===== config.mk =====
export PLATFORM = sky130hd
export DESIGN_NAME = store_buffer
export DESIGN_NICKNAME = d
export VERILOG_FILES = /design/src/rtl/store_buffer.sv
export SDC_FILE = /design/constraint.sdc
export NUM_CORES = 1
export LEC_CHECK = 0
export BUFFER_PORTS_ARGS = -buffer_cell sky130_fd_sc_hd__buf_2
export CAP_MARGIN = 40
export CORE_ASPECT_RATIO = 0.9
export CORE_MARGIN = 2
export CORE_UTILIZATION = 64
export CTS_CLUSTER_SIZE = 12
export DETAILED_ROUTE_END_ITERATION = 7
export PLACE_DENSITY = 0.86
export SLEW_MARGIN = 15
export SYNTH_ARGS = -nofsm -noshare
export SYNTH_HDL_FRONTEND = slang
export SYNTH_SLANG_ARGS = --single-unit

===== constraint.sdc =====
create_clock -name clk -period 23.4 [get_ports clk]
set_input_delay 7.02 -clock clk [delete_from_list [all_inputs] [get_ports clk]]
set_output_delay 7.02 -clock clk [all_outputs]
set_load 0.1 [all_outputs]

===== src/rtl/store_buffer.sv =====
// ============================================================================
// Module      : store_buffer
// Description : FIFO write buffer between EX/MEM and data_mem. Loads get
//               the port first, and a load that hits a buffered store is
//               forwarded from it or stalled. Optional macro
//               STBUF_COALESCE_EN merges back-to-back SW pushes to the same
//               address into the youngest entry.
// Revision    : 1.0 - initial release
// ============================================================================
`default_nettype none

module store_buffer #(
    parameter int DEPTH = 4,
    parameter int AW    = 32
) (
    input  logic          clk,
    input  logic          rst_n,
    input  logic          st_valid_i,
    input  logic [AW-1:0] st_addr_i,
    input  logic [31:0]   st_wdata_i,
    input  logic [2:0]    st_func3_i,
    output logic          st_ready_o,
    input  logic          ld_valid_i,
    input  logic [AW-1:0] ld_addr_i,
    input  logic [2:0]    ld_func3_i,
    output logic          ld_fwd_o,
    output logic [31:0]   ld_fwd_data_o,
    output logic          ld_stall_o,
    input  logic          drain_req_i,
    output logic          empty_o,
    output logic          mem_rd_en_o,
    output logic          mem_wr_en_o,
    output logic [AW-1:0] mem_addr_o,
    output logic [31:0]   mem_wdata_o,
    output logic [2:0]    mem_func3_o
);

    localparam int         c_PW    = $clog2(DEPTH);
    localparam logic [2:0] c_F3_SW = 3'b010;

    logic [AW-1:0]   addr_q [DEPTH];
    logic [31:0]     data_q [DEPTH];
    logic [2:0]      f3_q   [DEPTH];
    logic [c_PW-1:0] head_q, tail_q;
    logic [c_PW:0]   count_q, count_d;
    logic            empty_q;

    logic [c_PW-1:0] w_slot [DEPTH];
    logic            w_hit, w_hit_sw, w_port_ld, w_drain, w_push, w_coal, w_alloc;
    logic [c_PW-1:0] w_hit_idx;
    logic [31:0]     w_hit_data;
    logic            w_unused_drain_req;

    // Pipeline holds on empty_o during a fence; draining runs regardless.
    assign w_unused_drain_req = drain_req_i;

    for (genvar k = 0; k < DEPTH; k++) begin : g_slot
        assign w_slot[k] = head_q + c_PW'(k);
    end

    // Scan oldest to youngest so the last match is the youngest one.
    always_comb begin
        w_hit     = 1'b0;
        w_hit_idx = '0;
        for (int k = 0; k < DEPTH; k++) begin
            if (((c_PW+1)'(k) < count_q) && (addr_q[w_slot[k]] == ld_addr_i)) begin
                w_hit     = 1'b1;
                w_hit_idx = w_slot[k];
            end
        end
    end

    assign w_hit_sw   = (f3_q[w_hit_idx] == c_F3_SW);
    assign w_hit_data = data_q[w_hit_idx];
    assign ld_fwd_o   = ld_valid_i && w_hit && w_hit_sw;
    assign ld_stall_o = ld_valid_i && w_hit && !w_hit_sw;

    always_comb begin
        case (ld_func3_i)
            3'b000:  ld_fwd_data_o = {{24{w_hit_data[7]}}, w_hit_data[7:0]};
            3'b001:  ld_fwd_data_o = {{16{w_hit_data[15]}}, w_hit_data[15:0]};
            3'b100:  ld_fwd_data_o = {24'd0, w_hit_data[7:0]};
            3'b101:  ld_fwd_data_o = {16'd0, w_hit_data[15:0]};
            default: ld_fwd_data_o = w_hit_data;
        endcase
    end

    // A stalled load releases the port so the blocking entry can drain.
    assign w_port_ld = ld_valid_i && !ld_stall_o;
    assign w_drain   = !w_port_ld && (count_q != '0);

    always_comb begin
        mem_rd_en_o = 1'b0;
        mem_wr_en_o = 1'b0;
        mem_addr_o  = '0;
        mem_wdata_o = '0;
        mem_func3_o = '0;
        if (w_port_ld) begin
            mem_rd_en_o = 1'b1;
            mem_addr_o  = ld_addr_i;
            mem_func3_o = ld_func3_i;
        end else if (w_drain) begin
            mem_wr_en_o = 1'b1;
            mem_addr_o  = addr_q[head_q];
            mem_wdata_o = data_q[head_q];
            mem_func3_o = f3_q[head_q];
        end
    end

    assign st_ready_o = (count_q != (c_PW+1)'(DEPTH));
    assign empty_o    = empty_q;
    assign w_push     = st_valid_i && st_ready_o;

`ifdef STBUF_COALESCE_EN
    logic [c_PW-1:0] w_last;
    assign w_last = tail_q - c_PW'(1);
    assign w_coal = w_push && (st_func3_i == c_F3_SW) && (count_q != '0)
                    && (addr_q[w_last] == st_addr_i) && (f3_q[w_last] == c_F3_SW)
                    && !(w_drain && (count_q == (c_PW+1)'(1)));
`else
    assign w_coal = 1'b0;
`endif

    assign w_alloc = w_push && !w_coal;

    always_comb begin
        count_d = count_q;
        case ({w_alloc, w_drain})
            2'b10:   count_d = count_q + (c_PW+1)'(1);
            2'b01:   count_d = count_q - (c_PW+1)'(1);
            default: count_d = count_q;
        endcase
    end

    always_ff @(posedge clk) begin
        if (!rst_n) begin
            head_q  <= '0;
            tail_q  <= '0;
            count_q <= '0;
            empty_q <= 1'b1;
        end else begin
            if (w_drain) head_q <= head_q + c_PW'(1);
            if (w_alloc) tail_q <= tail_q + c_PW'(1);
            count_q <= count_d;
            empty_q <= (count_d == '0);
        end
    end

    always_ff @(posedge clk) begin
        if (w_alloc) begin
            addr_q[tail_q] <= st_addr_i;
            data_q[tail_q] <= st_wdata_i;
            f3_q[tail_q]   <= st_func3_i;
        end
`ifdef STBUF_COALESCE_EN
        if (w_coal) data_q[w_last] <= st_wdata_i;
`endif
    end

endmodule

`default_nettype wire

After elaboration in Yosys (flattened, before gate mapping)
Memory sizes are Yosys's and may differ from the RTL's. A register that Yosys moved wholly into a read port is not among the register bits.
Cells that the tools add are included.
{"block": "classes", "add_sub_neg": 6, "magnitude_cmp": 4, "n_reduce_logical": 16, "n_mux": 27, "eq_ne": 11}
{"cell": "$eq 32x32->1", "n": 4}
{"cell": "$mux 32", "n": 4}
{"cell": "$pmux 32 s4", "n": 1}
{"cell": "$mux 2", "n": 10}
{"cell": "$logic_and 1x1->1", "n": 10}
{"cell": "$mux 1", "n": 9}
{"cell": "$eq 3x3->1 const B", "n": 2}
{"cell": "$logic_not 3->1", "n": 2}
{"cell": "$lt 1x3->1 const A", "n": 2}
{"cell": "$lt 2x3->1 const A", "n": 2}
{"cell": "$mux 3", "n": 2}
{"cell": "$pmux 3 s2", "n": 1}
{"cell": "$add 2x1->2 const B", "n": 2}
{"cell": "$add 2x2->2 const B", "n": 2}
{"cell": "$add 3x1->3 const B", "n": 1}
{"cell": "$eq 3x1->1 const B", "n": 1}
{"cell": "$eq 3x2->1 const B", "n": 1}
{"cell": "$logic_not 1->1", "n": 3}
{"cell": "$ne 3x3->1 const B", "n": 1}
{"cell": "$reduce_bool 3->1", "n": 1}
{"cell": "$sub 3x1->3 const B", "n": 1}
{"cell": "$eq 2x1->1 const B", "n": 1}
{"cell": "$eq 2x2->1 const B", "n": 1}
{"block": "totals", "input_bits": 107, "mem_bits_rw": 268, "mem_count": 3, "output_inout_bits": 105, "wordCells": 71, "ff_bits": 8}
{"memory": "addr_q", "words": 4, "word_bits": 32, "read_ports": 4, "rd_ports_with_merged_regs": 1, "write_ports": 1, "line": "41", "text": "logic [AW-1:0] addr_q [DEPTH];"}
{"memory": "data_q", "words": 4, "word_bits": 32, "read_ports": 2, "rd_ports_with_merged_regs": 1, "write_ports": 1, "line": "42", "text": "logic [31:0] data_q [DEPTH];"}
{"memory": "f3_q", "words": 4, "word_bits": 3, "read_ports": 2, "rd_ports_with_merged_regs": 1, "write_ports": 1, "line": "43", "text": "logic [2:0] f3_q [DEPTH];"}

Logic depth before layout (Yosys ltp)
An unclocked memory read counts as a cell.
{"block": "logic_depth", "ltp_word": 18, "mapped_depth": 21, "depth_no_buf": 18}

Least setup slack after synthesis
OpenSTA, ideal clock, no wires.
{"block": "synth_path", "path_type": "input to output", "start": "input port ld_addr_i[13]", "end": "output port mem_addr_o[19]", "slack_ps": 4772, "required_ps": 16380, "arrival_time_ps": 11608, "stages": 14, "path_buffers": 3, "cell_sequence": "clkbuf_1 -> inv_1 -> a222oi_1 -> nand4_1 -> a2111oi_0 -> nand4_1 -> nand2b_1 -> o32ai_1 -> a21oi_2 -> a31oi_1 -> and2_1 -> buf_6 -> buf_6 -> mux2i_1"}
{"block": "synth_between", "elab_chain_cells": 16, "elab_cells_between_ends": 27, "cone_classes": "eq/ne (5); mux (10); reduce/logical (11); memory (1)"}
{"item": "start, declared", "line": "24", "text": "input logic [AW-1:0] ld_addr_i,"}
{"item": "$eq 32x32->1", "line": "66", "text": "if (((c_PW+1)'(k) < count_q) && (addr_q[w_slot[k]] == ld_addr_i)) begin"}
{"item": "$logic_and 1x1->1", "line": "66"}
{"item": "$mux 2 (4 in series)", "line": "66"}
{"item": "$mem_v2 4x3"}
{"item": "$eq 3x2->1", "line": "73", "text": "assign w_hit_sw = (f3_q[w_hit_idx] == c_F3_SW);"}
{"item": "$logic_not 1->1", "line": "76", "text": "assign ld_stall_o = ld_valid_i && w_hit && !w_hit_sw;"}
{"item": "$logic_and 1x1->1 (*)", "line": "76"}
{"item": "$logic_not 1->1 (*)", "line": "89", "text": "assign w_port_ld = ld_valid_i && !ld_stall_o;"}
{"item": "$logic_and 1x1->1 (*)", "line": "89"}
{"item": "$logic_not 1->1", "line": "90", "text": "assign w_drain = !w_port_ld && (count_q != '0);"}
{"item": "$logic_and 1x1->1", "line": "90"}
{"item": "$mux 32", "line": "102", "text": "end else if (w_drain) begin"}
{"item": "$mux 32 (*)", "line": "98", "text": "if (w_port_ld) begin"}
{"item": "end, declared", "line": "33", "text": "output logic [AW-1:0] mem_addr_o,"}
Every way passes the cells marked *; elsewhere a longest branch is shown, timed or not.

Worst setup path after layout
Same ends and word-level chain as after synthesis.

==> impl_metrics.yaml <==
pwr:
  leakagePower_nw: 6.99
  switchingPower_w: 0.000777
  p_comb_share_pct: 44.1
  switching_share_pct: 41.9
  power_frac_seq_pct: 33.2
  p_int_w: 0.00108
  p_per_area_mw_per_mm2: 92.2
  p_clk_share_pct: 22.7
  ir_worst_vdd_mv: 0.0721
synth:
  synth_nets: 1441
  yosys.area.top_type: "edfxtp_1"
  ys_async_sr_fraction_pct: 0
  synth_area_sq_mm: 0.0179
  ys_seq_elements: 278
  yosys-top-cells-area: "edfxtp_1 (45%), mux4_2 (17%), mux2i_1 (6.7%)"
  ys_warn_count: 0
  synth_edf_count: 268
  synth.top_cell.area_share_pct: 44.8
  synth_cells: 1324
  yosysSeqAreaShare_pct: 46.0
  synth.distinct_cells: 68
  postSynthAreaPerCell_sq_um: 13.6
  ys.flop_type: "edfxtp_1"
layout:
  final_layout_size_suffix_gt1_share_pct: 33.1
  num-nets-final: 1597
  syn2layout_area_growth_pct: 12.1
sta:
  hold_viol: 0
  finalMaxSlewViolations: 0
  fin_setup_tns_ns: 0
  setup_violations: 0
  fmax_mhz: 52.1
  period_minus_slack_ns: 19.21
  worst_slew_margin_rel_pct: 44.1
  finClkSkew_ns: 0.0120
  worst_pin_slew_ns: 0.839
  fin_crit_sh_pct: 82.1
  grt_setup_unrepaired: "no"
  setup_ws_ns: 4.19
drt:
  drc: 0
  vias_per_cell: 7.01
  routedWlPerCell_um: 27.2
  detail-route-antenna-nets: 0
  drt_wl_total_mm: 50.7
  first_pass_iters: 5
  vias: 13100
  drtIter0Drc: 1638
grt:
  overflow: 0
  antenna_found_initial: 5
  grt_pass1_wl_mm: 75.6
  track_usage_pct: 33.7
  grt_pass1_vias: 12500
  grt_max_degree: 66
clock_network:
  holdBufCountCts: 0
  cts_tree: "yes"
  cts.sinks: 278
  cts_root_buf: "clkbuf_16"
  numCtsBuffers: 29
  insertion_delay_ns: 0.56
  post-cts-setup-buffer-count: 0
  ctsLongestPathBuffers: 3
  cts_max_level: 1
  cts_resized: 0
  clk_pin_slew_worst_paths_ns: 0.06
floorplan:
  ioPinCount: 212
  start_util_pct: 64.6
  core-area_sq_mm: 0.0278
  rows: 58
  fp.dieH_um: 163
  die_area_sq_mm: 0.0294
  fp.dieW_um: 181
placement:
  place_ws_ns: 4.31
  gp_congestion: 1.03
  io_buffers: 210
  dp_hpwl_mm: 35.9
setup_path:
  worstRegToRegCells: 19
  cp-start-kind: "input port"
  cp_max_fo: 64
  rr_endpoint: "empty_o"
  cp.arrival_ns: 12.19
  reg2reg_slack_ns: 16.86
  end_kind: "output pin"
  worstSetupPathType: "input port to output pin"
  crit_path_end: "mem_addr_o[19]"
  crit_required_ns: 16.38
  crit_start: "ld_addr_i[13]"
  r2r_start: "head_q[0]"
run:
  drv_cap: 0
min_path:
  hold_path_startpoint: "count_q[1]"
  hold_path_class: "register to register"
run_status:
  status: "finished clean"
[routing by layer]
metal  track usage, %  vias to the layer above  wire, um
li1                 -                     5566         -
met1             49.2                     6531     19900
met2             52.3                      853     23500
met3             7.22                      104      5890
met4             8.50                        4      1370
met5                0                        -        14
[cell families after synthesis]
kind of cell               after synthesis  synth area share (%)
AOI/OAI and AO/OA                      172                  6.80
buffers and inverters                  134                  3.51
muxes                                  323                  28.4
and+or+nand+nor                        296                  9.27
DFF                                    278                  46.0
adders and majority gates               10                 0.697
xor gates and xnor gates               111                  5.42
[through the flow]
stage / instance area [sq um] / std cells / util (%) / hold slack (ns) / total power, W
CTS: 20100 / 1858 / 72.3 / 0.685 / 0.00185
global placement: 19100 / 1801 / 68.6 / 0.616 / 0.00141
global route: 20100 / 1862 / 72.3 / 0.746 / 0.00191
finish: 20100 / 1863 / 72.4 / 0.704 / 0.00185
floorplan: 17900 / 1324 / - / 0.574 / 0.00126
detailed placement: 19200 / 1808 / 69.2 / 0.664 / 0.00143
[worst max-delay path, cell delays in order]
cell       delay [ns]
buf_2            0.21
inv_1            0.19
a222oi_1         0.47
nand4_1          0.22
a2111oi_0        0.47
nand4_1          0.32
nand2b_1         0.26
o32ai_1          0.41
a21oi_4          0.04
buf_4            0.34
a31oi_1          0.54
and2_2           0.30
buf_4            0.59
mux2i_1          0.32
buf_2            0.47
[layout by cell type (no fill, tap or decap), types with 22 or more instances in the layout]
cell type,n
edfxtp_1,268
buf_2,210
mux4_2,135
mux2i_1,121
xnor2_1,95
nand2_1,53
mux2_2,45
nand4_1,42
and2_1,38
nor2b_1,36
nor2_1,32
clkbuf_16,29
a21oi_1,28
o21ai_0,28
o211ai_1,23
inv_1,23
mux2_4,22
[layout make-up]
class | instances | area (sq um)
sequential | 278 | 8260
multi-input combinational | 912 | 9100
fill | 1825 | 7680
inverter | 25 | 93.8
clock inverter | 7 | 40.0
antenna | 4 | 10.0
timing repair buffer | 234 | 1340
clock buffer | 43 | 808
tap | 360 | 450
[synthesized netlist by cell type (7+ instances only)]
library cell / count
a211oi_1: 12
a21o_1: 8
a21oi_1: 28
a2bb2oi_1: 10
and2_1: 39
and3_1: 7
buf_1: 8
buf_2: 30
buf_4: 8
buf_6: 8
clkbuf_1: 55
dfxtp_1: 10
edfxtp_1: 268
ha_1: 10
inv_1: 23
mux2_2: 45
mux2_4: 22
mux2i_1: 121
mux4_2: 135
nand2_1: 53
nand2b_1: 18
nand3_1: 21
nand4_1: 42
nor2_1: 32
nor2b_1: 37
nor3_1: 9
nor4_1: 7
o2111ai_1: 8
o211ai_1: 23
o21ai_0: 28
xnor2_1: 95
xor2_1: 16
[sequential cells by signal, summed over array words and instances (netlist names), named ones only]
name / cells
tail_q: 2
addr_q: 128
data_q: 128
head_q: 2
count_q: 3
f3_q: 12
empty_o: 1
[worst min-delay path by stage]
| stage | end | slack [ns] | depth (start not counted) |
|---|---|---|---|
| 4_1_cts | count_q[1] | 0.69 | 2 |
| 2_1_floorplan | count_q[1] | 0.57 | 2 |
| 3_5_place_dp | count_q[1] | 0.66 | 2 |
| 6_report | count_q[1] | 0.70 | 2 |
| 5_1_grt | count_q[1] | 0.75 | 2 |
| 3_3_place_gp | count_q[1] | 0.62 | 2 |
[power by group through the flow]
stage / clock [W] / combinational, W / sequential, W
final: 0.000420 / 0.000818 / 0.000616
after global routing: 0.000443 / 0.000848 / 0.000620
after CTS: 0.000423 / 0.000810 / 0.000616
after detailed placement: 0 / 0.000805 / 0.000625
after global placement: 0 / 0.000789 / 0.000622
after floorplan: 0 / 0.000651 / 0.000612
(Power assumes the default switching activity.)
